<file path="src/rtl/ysyx_rd_arb.sv">
// ysyx_rd_arb: shares one AXI4 single-beat read channel between IFU fetches and LSU loads.
// Define YSYX_RD_ARB_LSU_PRIO_EN for fixed LSU-over-IFU priority (default: round-robin).
module ysyx_rd_arb #(
  parameter int unsigned ADDR_W     = 32,
  parameter int unsigned DATA_W     = 64,
  parameter logic [2:0]  IFU_ARSIZE = 3'b010
) (
  input  logic              clk,
  input  logic              rst,
  input  logic              ifu_arvalid,
  input  logic [ADDR_W-1:0] ifu_araddr,
  input  logic              ifu_flush,
  output logic [DATA_W-1:0] ifu_rdata,
  output logic              ifu_rvalid,
  input  logic              lsu_arvalid,
  input  logic [ADDR_W-1:0] lsu_araddr,
  input  logic [2:0]        lsu_arsize,
  output logic [DATA_W-1:0] lsu_rdata,
  output logic              lsu_rvalid,
  input  logic              wr_busy,
  output logic              rd_err_o,
  output logic              m_arvalid,
  input  logic              m_arready,
  output logic [ADDR_W-1:0] m_araddr,
  output logic [2:0]        m_arsize,
  input  logic              m_rvalid,
  output logic              m_rready,
  input  logic [DATA_W-1:0] m_rdata,
  input  logic [1:0]        m_rresp
);

  typedef enum logic [1:0] {S_IDLE, S_ADDR, S_DATA, S_RESP} state_e;
  typedef enum logic {OWN_IFU, OWN_LSU} owner_e;

  state_e            state_q, state_d;
  owner_e            owner_q, owner_d;
  owner_e            last_q, last_d;
  logic              drop_q, drop_d;
  logic [ADDR_W-1:0] addr_q, addr_d;
  logic [2:0]        size_q, size_d;
  logic [DATA_W-1:0] ifu_rdata_q, ifu_rdata_d;
  logic [DATA_W-1:0] lsu_rdata_q, lsu_rdata_d;
  logic [1:0]        rresp_q, rresp_d;
  logic              ifu_el, lsu_el, gnt_lsu;

  assign ifu_el = ifu_arvalid;
  // wr_busy only gates new grants; a load already past IDLE is unaffected.
  assign lsu_el = lsu_arvalid && !wr_busy;

`ifdef YSYX_RD_ARB_LSU_PRIO_EN
  assign gnt_lsu = lsu_el;
`else
  assign gnt_lsu = lsu_el && (!ifu_el || (last_q == OWN_IFU));
`endif

  always_comb begin
    state_d     = state_q;
    owner_d     = owner_q;
    last_d      = last_q;
    drop_d      = drop_q;
    addr_d      = addr_q;
    size_d      = size_q;
    ifu_rdata_d = ifu_rdata_q;
    lsu_rdata_d = lsu_rdata_q;
    rresp_d     = rresp_q;
    m_arvalid   = 1'b0;
    m_rready    = 1'b0;
    ifu_rvalid  = 1'b0;
    lsu_rvalid  = 1'b0;
    unique case (state_q)
      S_IDLE: begin
        if (ifu_el || lsu_el) begin
          owner_d = gnt_lsu ? OWN_LSU : OWN_IFU;
          last_d  = owner_d;
          drop_d  = 1'b0;
          addr_d  = gnt_lsu ? lsu_araddr : ifu_araddr;
          size_d  = gnt_lsu ? lsu_arsize : IFU_ARSIZE;
          state_d = S_ADDR;
        end
      end
      S_ADDR: begin
        m_arvalid = 1'b1;
        if (ifu_flush && (owner_q == OWN_IFU)) drop_d = 1'b1;
        if (m_arready) state_d = S_DATA;
      end
      S_DATA: begin
        m_rready = 1'b1;
        if (ifu_flush && (owner_q == OWN_IFU)) drop_d = 1'b1;
        if (m_rvalid) begin
          if (owner_q == OWN_IFU) ifu_rdata_d = m_rdata;
          else                    lsu_rdata_d = m_rdata;
          rresp_d = m_rresp;
          state_d = S_RESP;
        end
      end
      S_RESP: begin
        ifu_rvalid = (owner_q == OWN_IFU) && !drop_q && !ifu_flush;
        lsu_rvalid = (owner_q == OWN_LSU);
        state_d    = S_IDLE;
      end
      default: state_d = S_IDLE;
    endcase
  end

  always_ff @(posedge clk or posedge rst) begin
    if (rst) begin
      state_q     <= S_IDLE;
      owner_q     <= OWN_IFU;
      last_q      <= OWN_LSU;
      drop_q      <= 1'b0;
      addr_q      <= '0;
      size_q      <= '0;
      ifu_rdata_q <= '0;
      lsu_rdata_q <= '0;
      rresp_q     <= '0;
    end else begin
      state_q     <= state_d;
      owner_q     <= owner_d;
      last_q      <= last_d;
      drop_q      <= drop_d;
      addr_q      <= addr_d;
      size_q      <= size_d;
      ifu_rdata_q <= ifu_rdata_d;
      lsu_rdata_q <= lsu_rdata_d;
      rresp_q     <= rresp_d;
    end
  end

  assign m_araddr  = addr_q;
  assign m_arsize  = size_q;
  assign ifu_rdata = ifu_rdata_q;
  assign lsu_rdata = lsu_rdata_q;
  assign rd_err_o  = (rresp_q != 2'b00) && (ifu_rvalid || lsu_rvalid);

endmodule

</file>
<file path="config.mk">
export PLATFORM = sky130hd
export DESIGN_NAME = ysyx_rd_arb
export DESIGN_NICKNAME = d
export VERILOG_FILES = /design/src/rtl/ysyx_rd_arb.sv
export SDC_FILE = /design/constraint.sdc
export NUM_CORES = 1
export LEC_CHECK = 0
export ABC_AREA = 1
export CAP_MARGIN = 20
export CORE_MARGIN = 2
export CORE_UTILIZATION = 46
export DETAILED_ROUTE_END_ITERATION = 10
export GPL_ROUTABILITY_DRIVEN = 0
export MAX_ROUTING_LAYER = met4
export PLACE_DENSITY = 0.86
export SYNTH_ARGS = -nofsm -noshare
export SYNTH_HDL_FRONTEND = slang
export SYNTH_SLANG_ARGS = --single-unit
export TNS_END_PERCENT = 20
</file>
<file path="constraint.sdc">
create_clock -name clk -period 19.23 [get_ports clk]
set_input_delay 4.8075 -clock clk [delete_from_list [all_inputs] [get_ports clk]]
set_output_delay 4.8075 -clock clk [all_outputs]
set_load 0.01 [all_outputs]
</file>
==> results.py, run 1 <==
metrics = {
    "floorplanning": {
        "core_area_um2": 15300,
        "start_util_pct": 47.1,
        "die_h_um": 129,
        "die_w_um": 129,
        "fp-row-count": 45,
        "die_area_um2": 16600,
        "ios": 309,
    },
    "sta": {
        "fin_tns_setup_ns": 0,
        "fin_skew_ns": 0.00775,
        "worst_slew_pin_slew_ns": 0.899,
        "fin_ws_ns": 8.36,
        "rsz0062_at_grt": "false",
        "slew_headroom_pct": 39.9,
        "setup_viol": 0,
        "slew_violations": 0,
        "period_share_pct": 56.5,
        "hold_viol": 0,
        "fmax_mhz": 92.0,
        "min_period_ns": 10.87,
    },
    "synthesis": {
        "synth_top_area_share_pct": 58.8,
        "ys_top_cells_by_area": "dfrtp_1 (59%), nand2_1 (13%), inv_1 (7.4%)",
        "syn_nets": 976,
        "synthesis.area_um2": 7190,
        "synth.largest_area_cell": "dfrtp_1",
        "synth-seq-cells": 170,
        "synth_warnings": 0,
        "ys_types": 21,
        "ys_seq_area_share_pct": 59.2,
        "syn_inst": 830,
        "synth_area_per_cell_um2": 8.66,
    },
    "final_layout": {
        "drive_gt1_share_pct": 4.50,
        "nets": 1266,
        "area_growth_pct": 52.6,
    },
    "clocking": {
        "cts_buffer_depth": 2,
        "clk_pin_slew_ns": 0.07,
        "cts.sinks": 170,
        "cts-root-buf": "clkbuf_16",
        "cts_max_level": 4,
        "cts_resized": 0,
        "cts_hold_buf": 0,
        "cts_tree": "done",
        "cts_made_buffers": 17,
        "clock_latency_ns": 0.42,
        "cts_setup_buffers": 0,
    },
    "global_routing": {
        "groute.usage.overall_pct": 24.9,
        "grt_pass1_wl_um": 31300,
        "grt-ovfl-total": 0,
        "grt_max_degree": 129,
        "grt_pass1_vias": 6332,
        "antenna_found_initial": 1,
    },
    "power_and_ir_drop": {
        "ir_drop_mv": 0.0809,
        "finalPower_uw": 1730,
        "power_density_nw_per_um2": 158,
        "power.leakage_uw": 0.00550,
    },
    "detailed_routing": {
        "totalWireLength_um": 19900,
        "via_count": 6413,
        "routedWlPerCell_um": 14.8,
        "via_per_inst": 4.77,
        "drt_iter0_drc": 430,
        "dr.pass1.iters": 5,
        "postRouteAntennaNets": 0,
        "post-route-drc-count": 0,
    },
    "placed_design": {
        "dp_slack_ns": 8.35,
        "numPortBuffers": 308,
        "hpwl_um": 14100,
    },
    "critical_path": {
        "critPathLaunchType": "input pin",
        "cp.required_ns": 14.42,
        "crit_path_end_kind": "output port",
        "cp.arrival_ns": 6.06,
        "critPathKind": "input pin to output port",
        "cp_max_fo": 2,
    },
    "job": {
        "cap_violations": 0,
    },
    "status": {
        "status": "completed",
    },
    "worst_hold_path": {
        "hp-class": "flip-flop to flip-flop",
    },
}
## power breakdown
group | switching (µW) | internal, µW | total, µW
Sequential | 95.1 | 530 | 625
Clock | 146 | 208 | 355
Combinational | 353 | 400 | 753
## worst paths after layout
check,startpoint,endpoint,slack [ns],depth (start not counted)
max,ifu_flush,rd_err_o,8.36,5
min,m_araddr[1]$_DFFE_PP0P_,m_araddr[1]$_DFFE_PP0P_,0.48,2
max reg2reg,state_q[0]$_DFFE_PP0P_,lsu_rdata[60]$_DFFE_PP0P_,16.86,8
min reg2reg,m_araddr[1]$_DFFE_PP0P_,m_araddr[1]$_DFFE_PP0P_,0.48,2
max in group asynchronous,rst,last_q$_DFFE_PP1P_,13.18,4
min in group asynchronous,rst,ifu_rdata[32]$_DFFE_PP0P_,4.91,2
## synthesized netlist by cell type
cell      count
nand2_2       6
buf_6         9
buf_2        20
a21oi_4       1
inv_1       142
clkbuf_1      3
or2_2         1
dfrtp_1     169
o21ai_1      66
o21ai_0      63
nand2_1     251
a21oi_1       1
nor2_1        5
inv_2         3
nand3_1      71
nor3_1        1
nor2_4        1
dfstp_2       1
clkbuf_2      5
ha_1          5
buf_4         6
## layout make-up
cell class	instances	area, µm²
fill	1144	4290
sequential	170	4260
timing repair buffer	314	3170
multi-input combinational	472	2120
inverter	145	549
clock buffer	18	429
tap	211	264
clock inverter	14	184
antenna	1	2.50
## cell usage in the layout, fill, tap and decap left out
cell,n
a21oi_1,1
a21oi_4,1
buf_16,2
buf_4,4
bufinv_16,3
clkbuf_1,1
clkbuf_16,17
clkdlybuf4s50_1,308
clkinv_2,1
clkinvlp_4,3
dfrtp_1,169
dfstp_2,1
diode_2,1
ha_1,5
inv_1,141
inv_2,3
inv_6,6
inv_8,2
nand2_1,251
nand2_2,4
nand2_4,2
nand3_1,71
nor2_1,5
nor2_4,1
nor3_1,1
o21ai_0,63
o21ai_1,66
or2_2,1
## per-stage QoR
stage | instance area (µm²) | instances | hold WS, ns | util, %
after floorplan | 7190 | 830 | 0.442 | -
after global placement | 10300 | 1310 | 0.458 | 67.5
after detailed placement | 10300 | 1310 | 0.464 | 67.5
after CTS | 10900 | 1342 | 0.474 | 71.5
after global routing | 11000 | 1345 | 0.496 | 71.9
final | 11000 | 1345 | 0.478 | 71.9
## logic make-up after synthesis
logic type	after synthesis	synth area share [%]
AOI/OAI and AO/OA	131	9.28
adders and majority gates	5	0.870
buffers and inverters	188	11.5
DFF	170	59.2
and+or+nand+nor	336	19.1
## state kept, by name, indices dropped and copies added, names as in the netlist
register   cells
rresp_q        2
m_araddr      32
drop_q         1
lsu_rdata     64
ifu_rdata     64
owner_q        1
state_q        2
m_arsize       3
last_q         1
## per-layer routing
layer	track usage, %	wire length (µm)
met4	10.2	637
met5	-	0
met2	42.3	10100
met3	6.74	1540
met1	27.7	7620
## critical path: stages
cell	delay (ns)
clkdlybuf4s50_1	0.40
inv_1	0.08
nand3_1	0.10
a21oi_1	0.14
clkdlybuf4s50_1	0.54
Power figures use the tool's default switching activity.
==> run 2: changes to the inputs <==
--- a/config.mk
+++ b/config.mk
@@ -8,11 +8,11 @@
 export ABC_AREA = 1
 export CAP_MARGIN = 20
 export CORE_MARGIN = 2
-export CORE_UTILIZATION = 46
+export CORE_UTILIZATION = 38
 export DETAILED_ROUTE_END_ITERATION = 10
 export GPL_ROUTABILITY_DRIVEN = 0
 export MAX_ROUTING_LAYER = met4
-export PLACE_DENSITY = 0.86
+export PLACE_DENSITY = 0.76
 export SYNTH_ARGS = -nofsm -noshare
 export SYNTH_HDL_FRONTEND = slang
 export SYNTH_SLANG_ARGS = --single-unit
==> constraint.sdc (replaced) <==
create_clock -name clk -period 9.4 [get_ports clk]
set_input_delay 2.35 -clock clk [delete_from_list [all_inputs] [get_ports clk]]
set_output_delay 2.35 -clock clk [all_outputs]
set_load 0.01 [all_outputs]
==> run 2 against run 1 <==
Non-clock buffer count fell by 1; global-route usage decreased by 4.8 points; routed wire length is 2.9% lower; clock power grew 100%; hold slack worse by 0.0079 ns; die area up 20%; sequential share of layout area barely moved; final cell count is 1.6% higher; utilization down 13 points; clock-buffer cell count unchanged; largest cell class unchanged.
==> results.py, run 2 (same netlist as run 1, synthesis figures left out) <==
metrics = {
    "status": {
        "status": "completed",
    },
    "clocking": {
        "cts_hold_buf": 0,
        "clock_latency_ns": 0.42,
        "cts_max_level": 4,
        "cts_buffer_depth": 2,
        "cts-root-buf": "clkbuf_16",
        "cts_tree": "done",
        "cts_setup_buffers": 0,
        "cts_resized": 0,
        "cts_made_buffers": 17,
        "cts.sinks": 170,
        "clk_pin_slew_ns": 0.06,
    },
    "placed_design": {
        "hpwl_um": 13700,
        "numPortBuffers": 308,
        "placedCellCount": 1333,
    },
    "critical_path": {
        "crit_path_end_kind": "output port",
        "cp.arrival_ns": 3.64,
        "critPathLaunchType": "input pin",
        "cp.required_ns": 7.05,
        "cp_max_fo": 2,
        "critPathKind": "input pin to output port",
    },
    "floorplanning": {
        "core_area_um2": 18600,
        "die_area_um2": 20000,
        "ios": 309,
        "die_h_um": 142,
        "die_w_um": 142,
        "fp-row-count": 50,
        "start_util_pct": 38.6,
    },
    "sta": {
        "whs_ns": 0.471,
        "fin_tns_setup_ns": 0,
        "setup_viol": 0,
        "slew_violations": 0,
        "slew_headroom_pct": 32.6,
        "min_period_ns": 5.99,
        "worst_slew_pin_slew_ns": 1.01,
        "hold_viol": 0,
        "period_share_pct": 63.7,
        "rsz0062_at_grt": "false",
        "fin_skew_ns": 0.0101,
        "fmax_mhz": 167,
    },
    "power_and_ir_drop": {
        "ir_drop_mv": 0.128,
        "switching_share_pct": 34.5,
        "p_clk_share_pct": 20.6,
        "intPower_uw": 2300,
        "power_density_nw_per_um2": 320,
        "power.leakage_uw": 0.00548,
        "switchingPower_uw": 1210,
        "pwr-share-seq_pct": 36.2,
        "comb_power_share_pct": 43.2,
        "finalPower_uw": 3510,
    },
    "detailed_routing": {
        "dr.pass1.iters": 4,
        "via_count": 6267,
        "routedWlPerCell_um": 14.2,
        "post-route-drc-count": 0,
        "drt_iter0_drc": 334,
        "totalWireLength_um": 19400,
        "via_per_inst": 4.59,
        "postRouteAntennaNets": 0,
    },
    "global_routing": {
        "grt_pass1_vias": 6262,
        "grt-ovfl-total": 0,
        "grt_max_degree": 117,
        "grt_pass1_wl_um": 31100,
        "antenna_found_initial": 0,
        "groute.usage.overall_pct": 20.1,
    },
    "final_layout": {
        "nets": 1265,
        "layout.cells.non_filler": 1366,
        "drive_gt1_share_pct": 4.42,
        "final_common_cell": "clkdlybuf4s50_1",
        "area_growth_pct": 52.5,
        "num_antenna_cells": 0,
        "final_cell_mix": "clkdlybuf4s50_1 (308), nand2_1 (251), dfrtp_1 (169)",
    },
    "worst_hold_path": {
        "hp-class": "flip-flop to flip-flop",
    },
    "job": {
        "cap_violations": 0,
    },
}
==> run 2: power groups by stage <==
| stage | Combinational [µW] | Sequential (µW) | Clock, µW |
|---|---|---|---|
| final | 1520 | 1270 | 723 |
| after detailed placement | 1530 | 1280 | 0 |
| after global routing | 1660 | 1310 | 768 |
| after floorplan | 500 | 1430 | 0 |
| after global placement | 1500 | 1270 | 0 |
| after CTS | 1540 | 1270 | 740 |
==> run 2: layout make-up <==
| type | instances | area, µm² |
|---|---|---|
| Fill cell | 1658 | 7680 |
| Sequential cell | 170 | 4260 |
| Timing Repair Buffer | 313 | 3140 |
| Multi-Input combinational cell | 472 | 2120 |
| Inverter | 145 | 549 |
| Clock buffer | 18 | 429 |
| Tap cell | 234 | 293 |
| Clock inverter | 14 | 180 |
==> run 2: worst paths after layout <==
check | start | to | slack [ns] | cells past startpoint
hold / removal | last_q$_DFFE_PP1P_ | last_q$_DFFE_PP1P_ | 0.47 | 2
setup / recovery | ifu_flush | rd_err_o | 3.41 | 5
setup reg to reg | state_q[0]$_DFFE_PP0P_ | lsu_rdata[60]$_DFFE_PP0P_ | 7.09 | 8
min in group asynchronous | rst | ifu_rdata[46]$_DFFE_PP0P_ | 2.24 | 2
hold reg to reg | last_q$_DFFE_PP1P_ | last_q$_DFFE_PP1P_ | 0.47 | 2
max in group asynchronous | rst | ifu_rdata[63]$_DFFE_PP0P_ | 5.68 | 4
==> run 2: per-layer routing <==
layer,part of all wire (%),track usage [%]
met5,0,-
met4,3.3,8.42
met3,6.5,4.45
met2,46,31.6
met1,44,25.3
==> run 2: per-stage QoR <==
step	util [%]	worst slack (ns)	instance area, µm²
after floorplan	-	2.45	7190
after global placement	55.4	3.46	10300
after detailed placement	55.4	3.42	10300
after CTS	58.7	3.41	10900
after global routing	58.8	3.28	11000
final	58.8	3.41	11000
==> run 2: worst max-delay path, stage by stage <==
cell	delay, ns
clkdlybuf4s50_1	0.40
inv_1	0.08
nand3_1	0.10
a21oi_1	0.16
clkdlybuf4s50_1	0.56
